[src/rtl/icache_axi_refill.sv]
// rtl/icache_axi_refill.sv - I-cache line refill engine: one 8-beat AXI4 INCR read per miss
//
// Ports:
//   clk, rst_n                 clock, asynchronous active-low reset
//   refill_req/refill_addr     line-fill request from the icache and miss address
//   refill_addr_ok             one-cycle accept pulse (IDLE only)
//   refill_ret_valid/_data/_err one-cycle line return; data held until next beat 0 write
//   idle                       engine is in IDLE
//   ar*                        AXI4 read address channel (master side)
//   r*                         AXI4 read data channel (master side)
module icache_axi_refill #(
    parameter logic [3:0] AXI_ID     = 4'h0,
    parameter int         LINE_BEATS = 8
) (
    input  logic         clk,
    input  logic         rst_n,
    input  logic         refill_req,
    input  logic [31:0]  refill_addr,
    output logic         refill_addr_ok,
    output logic         refill_ret_valid,
    output logic [255:0] refill_ret_data,
    output logic         refill_ret_err,
    output logic         idle,
    output logic         arvalid,
    input  logic         arready,
    output logic [31:0]  araddr,
    output logic [3:0]   arid,
    output logic [7:0]   arlen,
    output logic [2:0]   arsize,
    output logic [1:0]   arburst,
    input  logic         rvalid,
    output logic         rready,
    input  logic [31:0]  rdata,
    input  logic [1:0]   rresp,
    input  logic         rlast,
    input  logic [3:0]   rid
);

    typedef enum logic [1:0] {
        S_IDLE,
        S_AR,
        S_R,
        S_RET
    } state_e;

    state_e         state_q, state_d;
    logic [31:0]    addr_q, addr_d;
    logic [2:0]     beat_cnt_q, beat_cnt_d;
    logic           err_q, err_d;
    logic [255:0]   data_q, data_d;
    logic           beat_bad;

    // A beat is bad on a non-OKAY response, a foreign ID, or rlast that
    // disagrees with the beat position (expected only on the last beat).
    assign beat_bad = (rresp != 2'b00) || (rid != AXI_ID) ||
                      (rlast != (beat_cnt_q == 3'd7));

    always_comb begin
        state_d    = state_q;
        addr_d     = addr_q;
        beat_cnt_d = beat_cnt_q;
        err_d      = err_q;
        data_d     = data_q;
        case (state_q)
            S_IDLE: begin
                if (refill_req) begin
                    // Masking keeps the line offset bits out of the burst address.
                    addr_d     = refill_addr & 32'hFFFF_FFE0;
                    beat_cnt_d = 3'd0;
                    err_d      = 1'b0;
                    state_d    = S_AR;
                end
            end
            S_AR: begin
                if (arready) begin
                    state_d = S_R;
                end
            end
            S_R: begin
                if (rvalid) begin
                    data_d[{beat_cnt_q, 5'b00000} +: 32] = rdata;
                    beat_cnt_d = beat_cnt_q + 3'd1;
                    if (beat_bad) begin
                        err_d = 1'b1;
                    end
                    // Leave on the eighth beat even if rlast was wrong; the
                    // error flag reports the protocol violation.
                    if (beat_cnt_q == 3'd7) begin
                        state_d = S_RET;
                    end
                end
            end
            S_RET: begin
                state_d = S_IDLE;
            end
            default: begin
                state_d = S_IDLE;
            end
        endcase
    end

    always_ff @(posedge clk or negedge rst_n) begin
        if (!rst_n) begin
            state_q    <= S_IDLE;
            addr_q     <= 32'd0;
            beat_cnt_q <= 3'd0;
            err_q      <= 1'b0;
            data_q     <= 256'd0;
        end else begin
            state_q    <= state_d;
            addr_q     <= addr_d;
            beat_cnt_q <= beat_cnt_d;
            err_q      <= err_d;
            data_q     <= data_d;
        end
    end

    // refill_addr_ok is combinational on refill_req; gating with rst_n keeps
    // it low while reset is asserted.
    assign refill_addr_ok   = rst_n && (state_q == S_IDLE) && refill_req;
    assign idle             = (state_q == S_IDLE);
    assign arvalid          = (state_q == S_AR);
    assign araddr           = addr_q;
    assign arid             = AXI_ID;
    assign arlen            = 8'(LINE_BEATS - 1);
    assign arsize           = 3'b010;
    assign arburst          = 2'b01;
    assign rready           = (state_q == S_R);
    assign refill_ret_valid = (state_q == S_RET);
    assign refill_ret_err   = (state_q == S_RET) && err_q;
    assign refill_ret_data  = data_q;

endmodule

[config.mk]
export PLATFORM = sky130hd
export DESIGN_NAME = icache_axi_refill
export DESIGN_NICKNAME = d
export VERILOG_FILES = /design/src/rtl/icache_axi_refill.sv
export SDC_FILE = /design/constraint.sdc
export NUM_CORES = 1
export LEC_CHECK = 0
export ABC_AREA = 0
export CAP_MARGIN = 20
export CORE_MARGIN = 2
export CORE_UTILIZATION = 40
export CTS_CLUSTER_SIZE = 8
export DETAILED_ROUTE_END_ITERATION = 12
export PLACE_DENSITY = 0.81
export RECOVER_POWER = 25
export SLEW_MARGIN = 10
export SYNTH_ARGS = -nofsm -noshare
export SYNTH_HDL_FRONTEND = slang
export SYNTH_SLANG_ARGS = --single-unit
[constraint.sdc]
create_clock -name clk -period 6.1 [get_ports clk]
set_input_delay 1.525 -clock clk [delete_from_list [all_inputs] [get_ports clk]]
set_output_delay 1.525 -clock clk [all_outputs]
set_load 0.005 [all_outputs]
==> results of run 1 <==
flip-flops by register name (all words and copies together), names as in the netlist:
name	count
araddr	27
beat_cnt_q	3
err_q	1
refill_ret_data	256
state_q	2
per-layer routing:
metal	up-vias	routed length (µm)
met2	274	16400
met5	-	0
met4	0	1160
met3	68	2110
met1	3978	13500
li1	3446	-
path summary, 6_finish.rpt:
path | startpoint | endpoint | slack [ns] | depth (start not counted)
min reg2reg | refill_ret_data[234] | refill_ret_data[234] | 0.50 | 1
min | refill_ret_data[234] | refill_ret_data[234] | 0.50 | 1
max | refill_req | refill_addr_ok | 1.82 | 3
max reg2reg | beat_cnt_q[0] | refill_ret_data[154] | 2.82 | 7
min in group asynchronous | rst_n | refill_ret_data[174] | 0.91 | 1
max in group asynchronous | rst_n | refill_ret_data[134] | 3.13 | 3
stage by stage:
step / area (µm²) / util [%]
finish: 17000 / 57.7
global route: 17000 / 57.7
CTS: 17000 / 57.7
detailed placement: 15900 / 54.0
global placement: 15900 / 53.8
floorplan: 12000 / -
cell usage in the layout, fill, tap and decap left out, types with 3 or more instances in the layout:
| cell type | count |
|---|---|
| inv_1 | 8 |
| clkbuf_16 | 43 |
| and2_1 | 97 |
| clkdlybuf4s50_1 | 356 |
| mux2_2 | 277 |
| conb_1 | 22 |
| nand2_1 | 3 |
| nor3_4 | 4 |
| buf_4 | 14 |
| o22ai_1 | 3 |
| dfrtp_1 | 289 |
| ha_1 | 13 |
| nand3_1 | 3 |
| mux2_1 | 7 |
| nor2_4 | 3 |
where the power goes:
part	leakage [nW]	switching (mW)	internal, mW
Clock	0.540	0.768	1.23
Combinational	3.43	0.967	1.60
Sequential	3.91	0.318	2.48
kinds of logic (layout without fill, tap and decap cells):
family	after synthesis	count (layout)	synth area share, %
xor gates and xnor gates	1	1	0.0737
and+or+nand+nor	125	125	6.81
DFF	289	289	60.8
adders and majority gates	13	13	1.37
muxes	285	285	27.0
AOI/OAI and AO/OA	9	9	0.631
buffers and inverters	68	430	3.27
other	2	22	0.0631
cell type report:
| cell class | instances | share of cell area (%) |
|---|---|---|
| clock buffers | 44 | 6.34 |
| clock inverters | 2 | 0.103 |
| multi-input cells | 455 | 25.8 |
| repair buffers | 376 | 22.2 |
| inverters | 8 | 0.176 |
| flip-flops and latches | 289 | 42.5 |
| well taps | 390 | 2.87 |
==> impl_results.md, run 1 <==
* Area grow syn2layout at 43.1%
* Antenna Diode Count at 0
* Worst endpoint required time at 4.58 ns
* Power per cell area at 433 mW/mm²
* Max Freq at 234 MHz
* Layout Cells excl Fill at 1564
* Slew margin rel. at 35.7%
* Area share of the largest cell type after synthesis at 60.8%
* Worst Tran Pin Value at 0.964 ns
* Tmin final at 4.28 ns
* Post-CTS Setup Repair Bufs at 0
* Critical-path cell list: dlygate4sd3_1 -> and3_1 -> clkdlybuf4s50_1
* Vias at 7766
* Post-Syn Area at 0.0119 mm²
* RSZ-0062 raised after global routing: no
* Max stage delay cell, worst path: dlygate4sd3_1
* Most common cell in the netlist: dfrtp_1
* Post-synth ARST share at 100%
* DRT iter0 DRCs at 366
* Met3 track utilization from global routing at 5.45%
* Die area at 0.0311 mm²
* TritonCTS Buffers at 42
* Initial Utilization at 40.3%
* Number of flops mapped to enable cells by yosys at 0
* Total grt overflow at 0
* Remaining DRCs at 0
* Worst min-delay path category: reg2reg
* Worst vdd ir at 268 µV
* Largest net degree at the start of global routing at 169
* Setup Crit Path Kind: in2out
* Dpl cells at 1517
* Nature of the critical path endpoint: output port
* Post-cts resize count at 0
* Outcome: completed
* Row cnt at 63
* Post-route setup TNS at 0 ns
* Yosys top cell by area: dfrtp_1
* Met1 Usage GRT at 26.5%
* Die H at 176 µm
* CP Max Fanout at 3
* Global router's overall resource usage at 21.4%
* Global-route wire length before repair at 51.0 mm
* Final hold vios at 0
* Post-route ant nets at 0
* Synth warn at 0
* Filler instances at 2360
* Leakage at 7.88 nW
* Max-Cap Viols at 0
* Busiest grt layer: met2
* Root Driver: clkbuf_16
* Final WS setup at 1.82 ns
* Drt pass-1 iters at 4
* Antenna violations before repair at 1
* Die Wd at 176 µm
* Worst slack, placed at 1.89 ns
* Clk_lat worst skew at 0.51 ns
* H-tree depth at 2
* Worst-path clk slew at 0.05 ns
* Grt met2 use at 36.2%
* Setup violators final at 0
* Drt via density at 4.97
* Vias in the first global route at 8499
* I/O Buffers at 359
* Syn avg cell area at 15.0 µm²
* Multi-input gate area at 0.00440 mm²
* Core Footprint at 0.0295 mm²
* Hold_buf cts at 0
* CTS sink cnt at 289
* Most frequent cells after synthesis: dfrtp_1, mux2_2, and2_1, buf_2, buf_4
* Crit-path max cell delay at 0.57 ns
* Startpoint Class: primary input
* Syn Inst Count at 792
* I/O pin cnt at 387
* Final clock skew at 0.0146 ns
* Seq cells post-synth at 289
* Buf/Inv on CP at 2
* Hold_ws at 0.497 ns
* Most frequently used flop master after synthesis: dfrtp_1
* Detailed Route WL at 33.2 mm
* RePlAce Congestion at 0.766
* Largest delay share family, worst path: buffers and inverters
* Register area at 0.00723 mm²
* Nets at 1261
* CTS tree: done
* Distinct cells, synth at 36
* Final worst path period share at 70.2%
* CP arrival at 2.76 ns
* Total Power at 7.37 mW
* HPWL Detailed at 23.4 mm
* Slew Viols, Final at 0
* Fraction of final layout cells with drive strength greater than 1 at 30.1%
* Routed len/inst at 21.2 µm
* Sequential area share after synthesis at 60.8%
* CTS max path bufs at 3
* Synth top area cells: dfrtp_1, mux2_2, and2_1
Power figures use the tool's default switching activity.
==> run 2: changes to the inputs <==
- PLACE_DENSITY: 0.81 -> 0.84
- clock period: 6.1 -> 3.5 ns (I/O delays scaled with it)
==> impl_results.md, run 2 (same netlist as run 1, synthesis figures left out) <==
* Setup violators final at 0 (unchanged)
* Reg2Reg Launch Point: beat_cnt_q[0]
* Violated checks: max-capacitance violations, max-slew violations
* Core Footprint at 0.0295 mm² (unchanged)
* Power per cell area at 756 mW/mm² (+75%)
* Crit. Startpoint: refill_req
* Filler instances at 2335 (-1.1%)
* Die H at 176 µm (unchanged)
* Most frequent cells in the layout: clkdlybuf4s50_1, dfrtp_1, mux2_2
* Post-route ant nets at 0 (unchanged)
* Switch Pwr at 3.64 mW (+77%)
* CTS max path bufs at 3 (unchanged)
* Tmin final at 2.99 ns
* Startpoint Class: primary input
* Area grow syn2layout at 43.3%
* Most common cell after layout, fill and taps aside: clkdlybuf4s50_1
* Layout Cells excl Fill at 1570 (+0.38%)
* Drt via density at 5.03 (+1.4%)
* Slew margin rel. at -48.7% (-84 points)
* Worst Setup EP: refill_addr_ok
* Final clock skew at 0.0149 ns (+0.000247 ns)
* Worst endpoint required time at 2.62 ns (-1.96 ns)
* Sw Share at 28.2% (+0.39 points)
* Die Wd at 176 µm (unchanged)
* Worst min-delay path category: reg2reg
* Dpl cells at 1523 (+0.40%)
* Drt pass-1 iters at 4 (unchanged)
* Initial Utilization at 40.3% (unchanged)
* HPWL Detailed at 23.3 mm (-0.35%)
* I/O Buffers at 359 (unchanged)
* Total grt overflow at 0 (unchanged)
* Register area at 0.00723 mm² (unchanged)
* Hold_ws at 0.491 ns (-0.00674 ns)
* Post-route setup TNS at 0 ns (unchanged)
* Seq pwr share at 38.0% (about the same)
* Nets at 1266 (+0.40%)
* Outcome: finished with violations
* Vias at 7904 (+1.8%)
* Global router's overall resource usage at 21.6% (+0.24 points)
* H-tree depth at 2 (unchanged)
* Combinational Power Share at 35.0% (+0.2 points)
* R2R cell count at 7 (unchanged)
* Multi-input gate area at 0.00440 mm² (unchanged)
* Pint at 9.24 mW (+74%)
* RSZ-0062 raised after global routing: no
* Hold_buf cts at 0 (unchanged)
* Share of total power in the clock network at 27.0% (about the same)
* Leakage at 7.90 nW (+0.21%)
* Worst-path clk slew at 0.05 ns (about the same)
* Root Driver: clkbuf_16
* Worst Tran Pin Value at 2.23 ns (+1.27 ns)
* Final hold vios at 0 (unchanged)
* Final worst path period share at 85.6%
* CP arrival at 2.12 ns (-0.64 ns)
* Total Power at 12.9 mW (+75%)
* Max reg flops at 256 (unchanged)
* Global-route wire length before repair at 51.1 mm (+0.14%)
* Remaining DRCs at 0 (unchanged)
* CP Max Fanout at 3 (unchanged)
* Largest net degree at the start of global routing at 158 (-6.5%)
* Worst R2R Setup Slack at 0.58 ns (-2.24 ns)
* Setup Crit Path Kind: in2out
* Fraction of final layout cells with drive strength greater than 1 at 30.4% (+0.36 points)
* Max-Cap Viols at 1 (+1)
* TritonCTS Buffers at 42 (unchanged)
* Die area at 0.0311 mm² (unchanged)
* DRT iter0 DRCs at 369 (+0.82%)
* I/O pin cnt at 387 (unchanged)
* Row cnt at 63 (unchanged)
* Final WS setup at 0.505 ns (-1.31 ns)
* Clk_lat worst skew at 0.52 ns (about the same)
* Worst reg2reg endpoint: refill_ret_data[137]
* Antenna violations before repair at 0 (-1)
* Worst vdd ir at 484 µV (+81%)
* Nature of the critical path endpoint: output port
* CTS tree: done
* Max Freq at 334 MHz
* Worst slack, placed at 0.561 ns (-1.33 ns)
* CTS sink cnt at 289 (unchanged)
* RePlAce Congestion at 0.795 (+3.7%)
* Slew Viols, Final at 157 (+157)
* Post-cts resize count at 0 (unchanged)
* Post-CTS Setup Repair Bufs at 0 (unchanged)
* Antenna Diode Count at 0 (unchanged)
* Vias in the first global route at 8529 (+0.35%)
* Detailed Route WL at 33.9 mm (+2.2%)
* Routed len/inst at 21.6 µm (+1.8%)
==> run 2: critical path, stage by stage <==
cell,delay [ns]
dlygate4sd3_1,0.57
and3_1,0.17
clkdlybuf4s50_1,0.51
==> run 2: power by group through the flow <==
| stage | clock network (mW) | logic, mW | registers [mW] |
|---|---|---|---|
| after detailed placement | 0 | 4.53 | 4.93 |
| after floorplan | 0 | 1.67 | 4.94 |
| after global placement | 0 | 4.42 | 4.86 |
| after global routing | 3.70 | 4.82 | 5.01 |
| after CTS | 3.56 | 4.56 | 4.90 |
| final | 3.48 | 4.51 | 4.89 |
==> run 2: cell type report <==
class                           instances  area share, %
Sequential cell                       289           42.4
Multi-Input combinational cell        455           25.8
Timing Repair Buffer                  381           22.3
Clock buffer                           43           6.19
Tap cell                              390           2.86
Clock inverter                          4          0.250
Inverter                                8          0.176
==> run 2: routing by layer <==
layer  part of all wire [%]  up-vias  global-route usage [%]
li1                       -     3448                       -
met1                     41     4078                    26.8
met2                     49      295                    36.3
met3                    6.3       83                    4.93
met4                    4.0        0                    9.26
met5                      0        -                       0
==> run 2: how the worst min path moves through the flow <==
| stage | start | end | cells past startpoint |
|---|---|---|---|
| global route | refill_ret_data[6] | refill_ret_data[6] | 1 |
| global placement | refill_ret_data[162] | refill_ret_data[162] | 1 |
| CTS | refill_ret_data[190] | refill_ret_data[190] | 1 |
| finish | refill_ret_data[190] | refill_ret_data[190] | 1 |
| floorplan | refill_ret_data[162] | refill_ret_data[162] | 1 |
| detailed placement | refill_ret_data[190] | refill_ret_data[190] | 1 |
==> run 2: stage by stage <==
stage | area, µm² | utilization [%]
finish | 17000 | 57.8
global route | 17000 | 57.8
CTS | 17100 | 57.9
detailed placement | 16000 | 54.1
global placement | 16000 | 54.1
floorplan | 12000 | -
==> run 3: changes to the inputs <==
- CORE_UTILIZATION: 40 -> 41
- PLACE_DENSITY: 0.84 -> 0.85
==> impl_results.md, run 3 (same netlist as run 1, synthesis figures left out) <==
* HPWL Detailed at 23.4 mm (+0.51%)
* Final clock skew at 0.00716 ns (-0.00773 ns)
* Max-Cap Viols at 2 (+1)
* Row cnt at 62 (-1.6%)
* Total Power at 13.0 mW (+1.2%)
* Largest delay share family, worst path: buffers and inverters
* Power per cell area at 762 mW/mm² (+0.87%)
* CP arrival at 2.08 ns (-0.04 ns)
* Leakage at 7.94 nW (+0.49%)
* Startpoint Class: primary input
* TritonCTS Buffers at 42 (unchanged)
* HP Start: refill_ret_data[191]
* Max reg flops at 256 (unchanged)
* CTS sink cnt at 289 (unchanged)
* Global router's overall resource usage at 22.0% (+0.36 points)
* CTS tree: done
* RePlAce Congestion at 0.779 (-1.9%)
* Vias in the first global route at 8652 (+1.4%)
* Drt pass-1 iters at 4 (unchanged)
* Max Freq at 338 MHz (+1.3%)
* RSZ-0062 raised after global routing: no
* Most frequent cells in the layout: clkdlybuf4s50_1, dfrtp_1, mux2_2
* Tmin final at 2.96 ns (-0.0397 ns)
* Antenna Diode Count at 0 (unchanged)
* Drt via density at 5.00 (-0.68%)
* I/O pin cnt at 387 (unchanged)
* Die Wd at 174 µm (-1.2%)
* Root Driver: clkbuf_16
* Outcome: finished with violations
* Setup Crit Path Kind: in2out
* Critical-path cell list: clkdlybuf4s50_1 -> and3_1 -> clkdlybuf4s50_1
* Filler instances at 2188 (-6.3%)
* Area grow syn2layout at 43.8%
* Final hold vios at 0 (unchanged)
* Nature of the critical path endpoint: output port
* Remaining DRCs at 0 (unchanged)
* Routed len/inst at 21.2 µm (-1.8%)
* DRT iter0 DRCs at 329 (-11%)
* Worst min-delay path category: reg2reg
* Detailed Route WL at 33.2 mm (-1.9%)
* I/O Buffers at 359 (unchanged)
* Antenna violations before repair at 0 (unchanged)
* Core Footprint at 0.0286 mm² (-2.9%)
* Vias at 7840 (-0.81%)
* Worst vdd ir at 442 µV (-8.8%)
* Nets at 1269 (+0.24%)
* Post-cts resize count at 0 (unchanged)
* Final worst path period share at 84.4% (-1.1 points)
* Slew margin rel. at -50.6% (-1.9 points)
* Worst endpoint required time at 2.62 ns (about the same)
* Worst-path clk slew at 0.05 ns (about the same)
* Worst Tran Pin Value at 2.26 ns (+0.0282 ns)
* Post-CTS Setup Repair Bufs at 0 (unchanged)
* Crit. Startpoint: refill_req
* Post-route setup TNS at 0 ns (unchanged)
* Die area at 0.0304 mm² (-2.4%)
* Violated checks: max-capacitance violations, max-slew violations
* Setup violators final at 0 (unchanged)
* CTS max path bufs at 3 (unchanged)
* Fraction of final layout cells with drive strength greater than 1 at 30.6% (+0.15 points)
* Reg2Reg Launch Point: beat_cnt_q[0]
* Crit-path max cell delay at 0.53 ns (-0.04 ns)
* Most common cell after layout, fill and taps aside: clkdlybuf4s50_1
* Buf/Inv on CP at 2 (unchanged)
* Total grt overflow at 0 (unchanged)
* Max stage delay cell, worst path: clkdlybuf4s50_1
* CP Max Fanout at 3 (unchanged)
* Hold_buf cts at 0 (unchanged)
* Initial Utilization at 41.5% (+1.2 points)
* Crit-path most repeated cell: clkdlybuf4s50_1
* H-tree depth at 2 (unchanged)
* Global-route wire length before repair at 51.5 mm (+0.70%)
* Die H at 174 µm (-1.2%)
* Slew Viols, Final at 240 (+53%)
* Clk_lat worst skew at 0.51 ns (about the same)
* Largest net degree at the start of global routing at 167 (+5.7%)
* Post-route ant nets at 0 (unchanged)
run 3: changes by cell type in the layout (fill, tap and decap cells not counted), moves of 2 or more:
cell	previous run	this run
buf_12	3	1
inv_6	2	0
buf_4	18	22
clkbuf_16	42	45
run 3: area by class of cell:
class                           instances  area [µm²]  area share, %
Sequential cell                       289        7230           42.3
Clock buffer                           47        1140           6.69
Clock inverter                          1        30.0          0.176
Inverter                                8        30.0          0.176
Multi-Input combinational cell        455        4400           25.7
Timing Repair Buffer                  384        3780           22.1
Tap cell                              384         480           2.81
run 3: per-stage QoR:
| stage | util, % | setup WS, ns | cells | instance area (µm²) | hold WS (ns) |
|---|---|---|---|---|---|
| after CTS | 59.8 | 0.523 | 1568 | 17100 | 0.485 |
| after global routing | 59.7 | 0.242 | 1568 | 17100 | 0.511 |
| after detailed placement | 55.7 | 0.542 | 1520 | 16000 | 0.475 |
| after global placement | 55.7 | 0.572 | 1520 | 16000 | 0.469 |
| final | 59.7 | 0.545 | 1568 | 17100 | 0.479 |
| after floorplan | - | 1.16 | 812 | 12000 | 0.483 |
run 3: report_power, final:
part / internal (mW) / switching, mW / total, mW
registers: 4.33 / 0.556 / 4.89
logic: 2.79 / 1.69 / 4.48
clock network: 2.33 / 1.33 / 3.66
run 3: path summary, 6_finish.rpt:
kind / to / slack [ns] / depth (start not counted)
max: refill_addr_ok / 0.54 / 3
min in group asynchronous: refill_ret_data[210] / 1.20 / 2
max in group asynchronous: refill_ret_data[161] / 0.62 / 2
min: refill_ret_data[191] / 0.48 / 1
max reg2reg: refill_ret_data[156] / 0.57 / 7
min reg2reg: refill_ret_data[191] / 0.48 / 1
run 3: layer usage:
layer / track usage [%] / vias to the layer above / part of all wire [%]
met4: 8.72 / 0 / 4.0
met5: 0 / - / 0
li1: - / 3451 / -
met2: 37.7 / 291 / 50
met3: 5.42 / 83 / 6.2
met1: 26.6 / 4015 / 40
